`src/rtl/sp_ram_arb_pkg.sv`:
```
// Shared types for the single-port RAM arbiter: requester ids, the per-grant
// response tag, and the RAM read latency the tag pipeline must match.
package sp_ram_arb_pkg;

    typedef enum logic {
        REQ_A = 1'b0,
        REQ_B = 1'b1
    } req_id_t;

    typedef struct packed {
        logic    live;
        req_id_t id;
    } rsp_tag_t;

    localparam int RD_LATENCY = 2;

endpackage

```
`src/rtl/rr_arbiter2.sv`:
```
// Two-way round-robin arbiter. Owns the priority pointer; the grant is
// combinational from the valids, and the pointer advances only on a transfer.
module rr_arbiter2 (
    input  logic clk,
    input  logic rst,
    input  logic valid_a,
    input  logic valid_b,
    input  logic xfer,
    output logic grant_a,
    output logic grant_b
);

    logic prio_q;
    logic prio_d;

    // prio_q = 0 favours a on contention, 1 favours b.
    always_comb begin
        grant_a = valid_a & (~valid_b | ~prio_q);
        grant_b = valid_b & (~valid_a |  prio_q);
        prio_d  = prio_q;
        if (xfer) begin
            prio_d = grant_a;
        end
    end

    always_ff @(posedge clk) begin
        if (rst) begin
            prio_q <= 1'b0;
        end else begin
            prio_q <= prio_d;
        end
    end

endmodule

```
`src/rtl/sp_ram_arbiter.sv`:
```
// Round-robin sharing of one single-port RAM between two requesters, with a
// tag pipeline that routes each read's data back to whoever issued it.
module sp_ram_arbiter
    import sp_ram_arb_pkg::*;
#(
    parameter int DATA_WIDTH   = 8,
    parameter int RAM_DEPTH    = 256,
    parameter int LB_RAM_DEPTH = $clog2(RAM_DEPTH)
) (
    input  logic                    clk,
    input  logic                    rst,

    input  logic                    a_req_valid,
    output logic                    a_req_ready,
    input  logic                    a_req_wr,
    input  logic [LB_RAM_DEPTH-1:0] a_req_addr,
    input  logic [DATA_WIDTH-1:0]   a_req_din,
    output logic                    a_rsp_valid,
    output logic [DATA_WIDTH-1:0]   a_rsp_dout,

    input  logic                    b_req_valid,
    output logic                    b_req_ready,
    input  logic                    b_req_wr,
    input  logic [LB_RAM_DEPTH-1:0] b_req_addr,
    input  logic [DATA_WIDTH-1:0]   b_req_din,
    output logic                    b_rsp_valid,
    output logic [DATA_WIDTH-1:0]   b_rsp_dout,

    output logic [DATA_WIDTH-1:0]   ram_din,
    output logic [LB_RAM_DEPTH-1:0] ram_addr,
    output logic                    ram_wr_en,
    input  logic [DATA_WIDTH-1:0]   ram_dout
);

    logic arb_grant_a;
    logic arb_grant_b;
    logic gnt_a;
    logic gnt_b;
    logic xfer;

    logic [LB_RAM_DEPTH-1:0] ram_addr_q, ram_addr_d;
    logic [DATA_WIDTH-1:0]   ram_din_q,  ram_din_d;

    rsp_tag_t [RD_LATENCY-1:0] pipe_q, pipe_d;
    rsp_tag_t                  tail;

    logic [DATA_WIDTH-1:0] a_dout_q, a_dout_d;
    logic [DATA_WIDTH-1:0] b_dout_q, b_dout_d;

    rr_arbiter2 u_arb (
        .clk     (clk),
        .rst     (rst),
        .valid_a (a_req_valid),
        .valid_b (b_req_valid),
        .xfer    (xfer),
        .grant_a (arb_grant_a),
        .grant_b (arb_grant_b)
    );

    // No access is accepted while reset is held.
    assign gnt_a       = arb_grant_a & ~rst;
    assign gnt_b       = arb_grant_b & ~rst;
    assign xfer        = gnt_a | gnt_b;
    assign a_req_ready = gnt_a;
    assign b_req_ready = gnt_b;

    // Idle cycles replay the last address/data so the RAM bus does not toggle.
    always_comb begin
        ram_addr_d = ram_addr_q;
        ram_din_d  = ram_din_q;
        ram_wr_en  = 1'b0;
        if (gnt_a) begin
            ram_addr_d = a_req_addr;
            ram_din_d  = a_req_din;
            ram_wr_en  = a_req_wr;
        end else if (gnt_b) begin
            ram_addr_d = b_req_addr;
            ram_din_d  = b_req_din;
            ram_wr_en  = b_req_wr;
        end
        ram_addr = ram_addr_d;
        ram_din  = ram_din_d;
    end

    always_comb begin
        pipe_d[0].live = xfer & ~ram_wr_en;
        pipe_d[0].id   = gnt_b ? REQ_B : REQ_A;
        for (int i = 1; i < RD_LATENCY; i++) begin
            pipe_d[i] = pipe_q[i-1];
        end
    end

    // The tail tag lines up with the cycle in which ram_dout carries its data.
    always_comb begin
        tail        = pipe_q[RD_LATENCY-1];
        a_rsp_valid = tail.live & (tail.id == REQ_A) & ~rst;
        b_rsp_valid = tail.live & (tail.id == REQ_B) & ~rst;
        a_dout_d    = a_rsp_valid ? ram_dout : a_dout_q;
        b_dout_d    = b_rsp_valid ? ram_dout : b_dout_q;
        a_rsp_dout  = a_dout_d;
        b_rsp_dout  = b_dout_d;
    end

    always_ff @(posedge clk) begin
        if (rst) begin
            ram_addr_q <= '0;
            ram_din_q  <= '0;
            pipe_q     <= '0;
            a_dout_q   <= '0;
            b_dout_q   <= '0;
        end else begin
            ram_addr_q <= ram_addr_d;
            ram_din_q  <= ram_din_d;
            pipe_q     <= pipe_d;
            a_dout_q   <= a_dout_d;
            b_dout_q   <= b_dout_d;
        end
    end

endmodule

```
`config.mk`:
```
export PLATFORM = sky130hd
export DESIGN_NAME = sp_ram_arbiter
export DESIGN_NICKNAME = d
export VERILOG_FILES = /design/src/rtl/sp_ram_arb_pkg.sv /design/src/rtl/rr_arbiter2.sv /design/src/rtl/sp_ram_arbiter.sv
export SDC_FILE = /design/constraint.sdc
export NUM_CORES = 1
export LEC_CHECK = 0
export ABC_AREA = 0
export ABC_CLOCK_PERIOD_IN_PS = 1440
export CAP_MARGIN = 0
export CORE_ASPECT_RATIO = 0.9
export CORE_MARGIN = 2
export CORE_UTILIZATION = 50
export DETAILED_ROUTE_END_ITERATION = 6
export DONT_BUFFER_PORTS = 1
export PLACE_DENSITY = 0.71
export SYNTH_ARGS = -nofsm -noshare
export SYNTH_HDL_FRONTEND = slang
export SYNTH_SLANG_ARGS = --single-unit
export TNS_END_PERCENT = 1
```
`constraint.sdc`:
```
create_clock -name clk -period 1.44 [get_ports clk]
set_clock_uncertainty 0.1 [all_clocks]
set_input_delay 0.144 -clock clk [delete_from_list [all_inputs] [get_ports clk]]
set_output_delay 0.144 -clock clk [all_outputs]
set_load 0.005 [all_outputs]
```
After elaboration in Yosys (flattened, before gate mapping)
Cells that the tools add are included.
{"block": "classes", "mux": 9, "bitwise": 18}
{"operator": "2-to-1 mux 8 bit", "n": 6}
{"operator": "AND 1 bit", "n": 9}
{"operator": "NOT 1 bit", "n": 6}
{"operator": "2-to-1 mux 1 bit", "n": 3}
{"operator": "OR 1 bit", "n": 3}
{"block": "word_totals", "reg_bits": 37, "in_bits": 46, "out_inout_bits": 37}

Depth between registers and ports, before layout
{"block": "logic_depth", "depth_word": 8, "mapped_depth": 6}

Hierarchy
Synthesis repeated with hierarchy kept, for this count alone.
{"block": "unflattened", "hier_cells": 240, "hier_area_um2": 2278.4}
{"module": "sp_ram_arbiter", "instances": 1, "cells_per_inst": 233, "area_per_inst_um2": 2210.9, "seq_area_each_um2": 720.7}
{"module": "rr_arbiter2", "instances": 1, "cells_per_inst": 7, "area_per_inst_um2": 67.6, "seq_area_each_um2": 20.0}

Least setup slack after synthesis
Ideal clock, no wire load.
{"block": "synth_timing", "path_kind": "register to register", "startpoint": "reg pipe_q[3] in the netlist's numbering", "endpoint": "reg a_dout_q[4]", "setup_time_ns": 0.132, "arrival_time_ns": 1.149, "required_time_ns": 1.208, "setup_slack_ns": 0.059, "path_stages_with_launch": 5, "n_path_buf": 1, "period_less_slack_ns": 1.381, "cell_sequence": "dfxtp_1 > nor3b_2 > buf_4 > mux2_1 > nor2b_1"}
{"block": "synth_via", "elab_chain_cells": 3}
{"element": "from (decl)", "line_no": "sp_ram_arbiter.sv:44", "rtl": "rsp_tag_t [RD_LATENCY-1:0] pipe_q, pipe_d;"}
{"element": "from (signal assigned)", "line_no": "sp_ram_arbiter.sv:114", "rtl": "pipe_q <= pipe_d;"}
{"element": "AND 1 bit (2 in a row)", "line_no": "sp_ram_arbiter.sv:96", "rtl": "a_rsp_valid = tail.live & (tail.id == REQ_A) & ~rst;"}
{"element": "net a_rsp_valid", "line_no": "sp_ram_arbiter.sv:18", "rtl": "output logic a_rsp_valid,"}
{"element": "2-to-1 mux 8 bit", "line_no": "sp_ram_arbiter.sv:98", "rtl": "a_dout_d = a_rsp_valid ? ram_dout : a_dout_q;"}
{"element": "net a_rsp_dout[4]", "line_no": "sp_ram_arbiter.sv:19", "rtl": "output logic [DATA_WIDTH-1:0] a_rsp_dout,"}
{"element": "to (signal assigned)", "line_no": "sp_ram_arbiter.sv:115", "rtl": "a_dout_q <= a_dout_d;"}
{"element": "to (decl)", "line_no": "sp_ram_arbiter.sv:47", "rtl": "logic [DATA_WIDTH-1:0] a_dout_q, a_dout_d;"}
The timed path passes the listed nets, and every way through them passes these cells.
A chain may end at the register's enable or synchronous reset.

Worst setup path after layout
{"block": "layout_timing", "startpoint": "reg pipe_q[2] in the netlist's numbering", "endpoint": "out a_rsp_dout[2]"}
{"block": "layout_via", "elab_chain_cells": 4}
{"element": "NOT 1 bit", "line_no": "sp_ram_arbiter.sv:96"}
{"element": "AND 1 bit (2 in a row)", "line_no": "sp_ram_arbiter.sv:96"}
{"element": "2-to-1 mux 8 bit", "line_no": "sp_ram_arbiter.sv:98"}
{"element": "to (decl)", "line_no": "sp_ram_arbiter.sv:19"}
Every way passes these cells.

==> flow_summary.json <==
{
  "synth-seq-cells": 37,
  "root_buffer": "clkbuf_8",
  "drt_wl_total_um": 3900,
  "endpoint_kind": "output pin",
  "worst_slew_pin_slew_ns": 0.353,
  "synth_top_family_by_area": "simple AND/OR/NAND/NOR gates",
  "violations": "negative hold slack, negative setup slack",
  "placed_area_um2": 1830,
  "min_from": "rst",
  "top_layer": "met4",
  "synthSimpleGateAreaFrac_pct": 27.6,
  "synth_area_um2": 1830,
  "grt.total_usage_pct": 18.9,
  "synthMuxAreaShare_pct": 9.82,
  "synth_top_area_share_pct": 40.4,
  "syn_area_per_cell_um2": 11.0,
  "final.setup.worst_slack_ns": -0.142,
  "final_cells": 217,
  "min_period_over_period_pct": 110,
  "finalMaxSlewViolations": 0,
  "yosysWarnings": 0,
  "synthTopCellsByCount": "dfxtp_1, nor3_1, nor2_1",
  "setup_viol": 33,
  "cts_sinks": 37,
  "grt_pass1_wl_um": 5730,
  "yosysSeqAreaShare_pct": 40.4,
  "synthXorXnorAreaFrac_pct": 0,
  "path_class": "reg2out",
  "fin_area_um2": 2180,
  "overflow": 0,
  "die_area_um2": 4170,
  "pwr_density_cell_nw_per_um2": 1120,
  "numCtsBuffers": 5,
  "placed_cells": 203,
  "layout.nets": 218,
  "whs_endpoint": "b_dout_q[5]$_SDFF_PP0_",
  "grt_pass1_vias": 1278,
  "drive_gt1_share_pct": 48.0,
  "cp-start-kind": "flop",
  "core_um2": 3450,
  "synth-edff-count": 0,
  "rsz0062_at_grt": "yes",
  "synth_cells": 166,
  "drt_iter0_markers": 47,
  "worstReg2RegStart": "pipe_q[2]$_SDFF_PP0_",
  "detailed_place_hpwl_um": 2680,
  "cp.arrival_ns": 1.34,
  "ant_nets": 0,
  "postSynth.asyncResetShare_pct": 0,
  "die_x_um": 67.8,
  "crit_chain": "nor3b_4 > buf_6 > mux2_4",
  "status": "finished with violations",
  "insertion_delay_ns": 0.28,
  "synthFlopType": "dfxtp_1",
  "maxCapViolations": 0,
  "slew_headroom_pct": 76.4,
  "antenna_found_initial": 0,
  "vdd_drop_max_mv": 0.810,
  "yosysMostFrequentCell": "dfxtp_1",
  "row_count": 20,
  "max_freq_mhz": 632,
  "cp_slowest_cell": "dfxtp_2",
  "gp_congestion": 0.656,
  "synth_fa_ha_area_share_pct": 0,
  "wl_per_cell_um": 18.0,
  "port_buffers": 0,
  "start_util_pct": 53.1,
  "cts_hold_buf": 3,
  "dr_wl_met3_um": 328,
  "r2r_slack_ns": 0.05,
  "vias_per_cell": 5.82,
  "hold_viol": 33,
  "worstReg2RegEnd": "a_dout_q[0]$_SDFF_PP0_",
  "synth_nets": 212,
  "path_clk_slew_ns": 0.08,
  "p_leak_nw": 0.812,
  "die_h_um": 61.5,
  "cp_top_family": "flip-flops",
  "synth-compound-area-share_pct": 14.6,
  "min_path_cells": 1,
  "min_period_ns": 1.58,
  "worst-path-max-fanout": 5,
  "cts_tree": "yes",
  "cpPeakStageDelay_ns": 0.34,
  "required_ns": 1.20,
  "area_growth_pct": 19.1,
  "crit_start": "pipe_q[2]$_SDFF_PP0_",
  "vias": 1264,
  "io_pins": 83,
  "max-clock-path-buffers": 2,
  "drc_errors": 0,
  "wl_met1_um": 1510,
  "synth_cell_types": 24,
  "synth_largest_area_cell": "dfxtp_1",
  "power_w": 0.00245,
  "htree_levels": 2,
  "hold_slack_ns": -0.181,
  "worst-path-buf-inv": 1,
  "hp-class": "in2reg",
  "diodes": 0,
  "dr.pass1.iters": 4,
  "wl_met2_um": 2010,
  "reg2reg_depth": 4,
  "grt_max_degree": 58,
  "ys_top_cells_by_area": "dfxtp_1, o32ai_2, mux2_2"
}
-- worst max-delay path by stage --
stage | cells after the start | end | slack [ns]
6_report | 3 | a_rsp_dout[2] | -0.14
5_1_grt | 3 | ram_addr[4] | -0.20
4_1_cts | 3 | a_rsp_dout[3] | -0.16
3_5_place_dp | 4 | a_dout_q[6]$_SDFF_PP0_ | 0.02
3_3_place_gp | 4 | a_dout_q[4]$_SDFF_PP0_ | 0.07
2_1_floorplan | 4 | a_dout_q[4]$_SDFF_PP0_ | 0.06
-- logic make-up after synthesis --
logic type,Yosys count
mux,16
simple gates,75
buf+inv,17
flops,37
compound gates,21
-- what timing repair did --
action | CTS | global route
gates resized for setup | 26 | 12
setup buffers | 2 | 0
pin swaps | 5 | 3
cloned | 1 | 0
setup endpoints to repair | 36 | 45
endpoints found under the hold margin | 36 | 33
-- flip-flops by register name (all words and copies together), names as in the netlist --
name,cells
a_dout_q,8
b_dout_q,8
pipe_d,2
pipe_q,2
ram_addr_q,8
ram_din_q,8
u_arb.prio_q,1
-- routing by layer --
| metal | GRT usage, % | vias to the layer above |
|---|---|---|
| met5 | 0 | - |
| met4 | 6.86 | 0 |
| met3 | 7.31 | 6 |
| met2 | 33.2 | 43 |
| met1 | 20.9 | 611 |
| li1 | - | 604 |
-- layout make-up --
type,count,area (um2)
Timing Repair Buffer,14,140
Inverter,2,7.51
Clock buffer,5,68.8
Sequential cell,37,747
Clock inverter,3,65.1
Multi-Input combinational cell,112,1100
Fill cell,266,1270
Tap cell,44,55.1
-- where the power goes --
part | switching, W | leakage (nW) | internal (W) | total, W
logic | 0.000158 | 0.440 | 0.000154 | 0.000311
registers | 0.0000250 | 0.304 | 0.00107 | 0.00110
clock network | 0.000351 | 0.0681 | 0.000688 | 0.00104
-- metrics by stage --
stage / util (%) / TNS, ns / setup slack, ns / hold slack (ns)
after floorplan: - / 0 / 0.0593 / 0.144
after global placement: 53.1 / 0 / 0.0681 / 0.116
final: 63.3 / -3.04 / -0.142 / -0.181
after detailed placement: 53.1 / 0 / 0.0155 / 0.118
after CTS: 61.5 / -3.27 / -0.160 / -0.187
after global routing: 63.3 / -5.25 / -0.200 / -0.190
-- cells in the final DEF, fill, tap and decap left out, types with 3 or more instances in the layout --
master | Yosys | final
dfxtp_1 | 37 | 34
nor2_1 | 21 | 18
nor3_2 | 10 | 15
nor2b_1 | 11 | 10
nor2_2 | 0 | 3
o32ai_2 | 10 | 11
mux2_2 | 13 | 8
dlygate4sd3_1 | 0 | 3
nor3_1 | 22 | 17
mux2_4 | 0 | 8
buf_6 | 6 | 4
o32ai_4 | 0 | 3
buf_4 | 3 | 6
clkbuf_8 | 0 | 5
nor2b_4 | 8 | 9
Power figures use the tool's default switching activity.
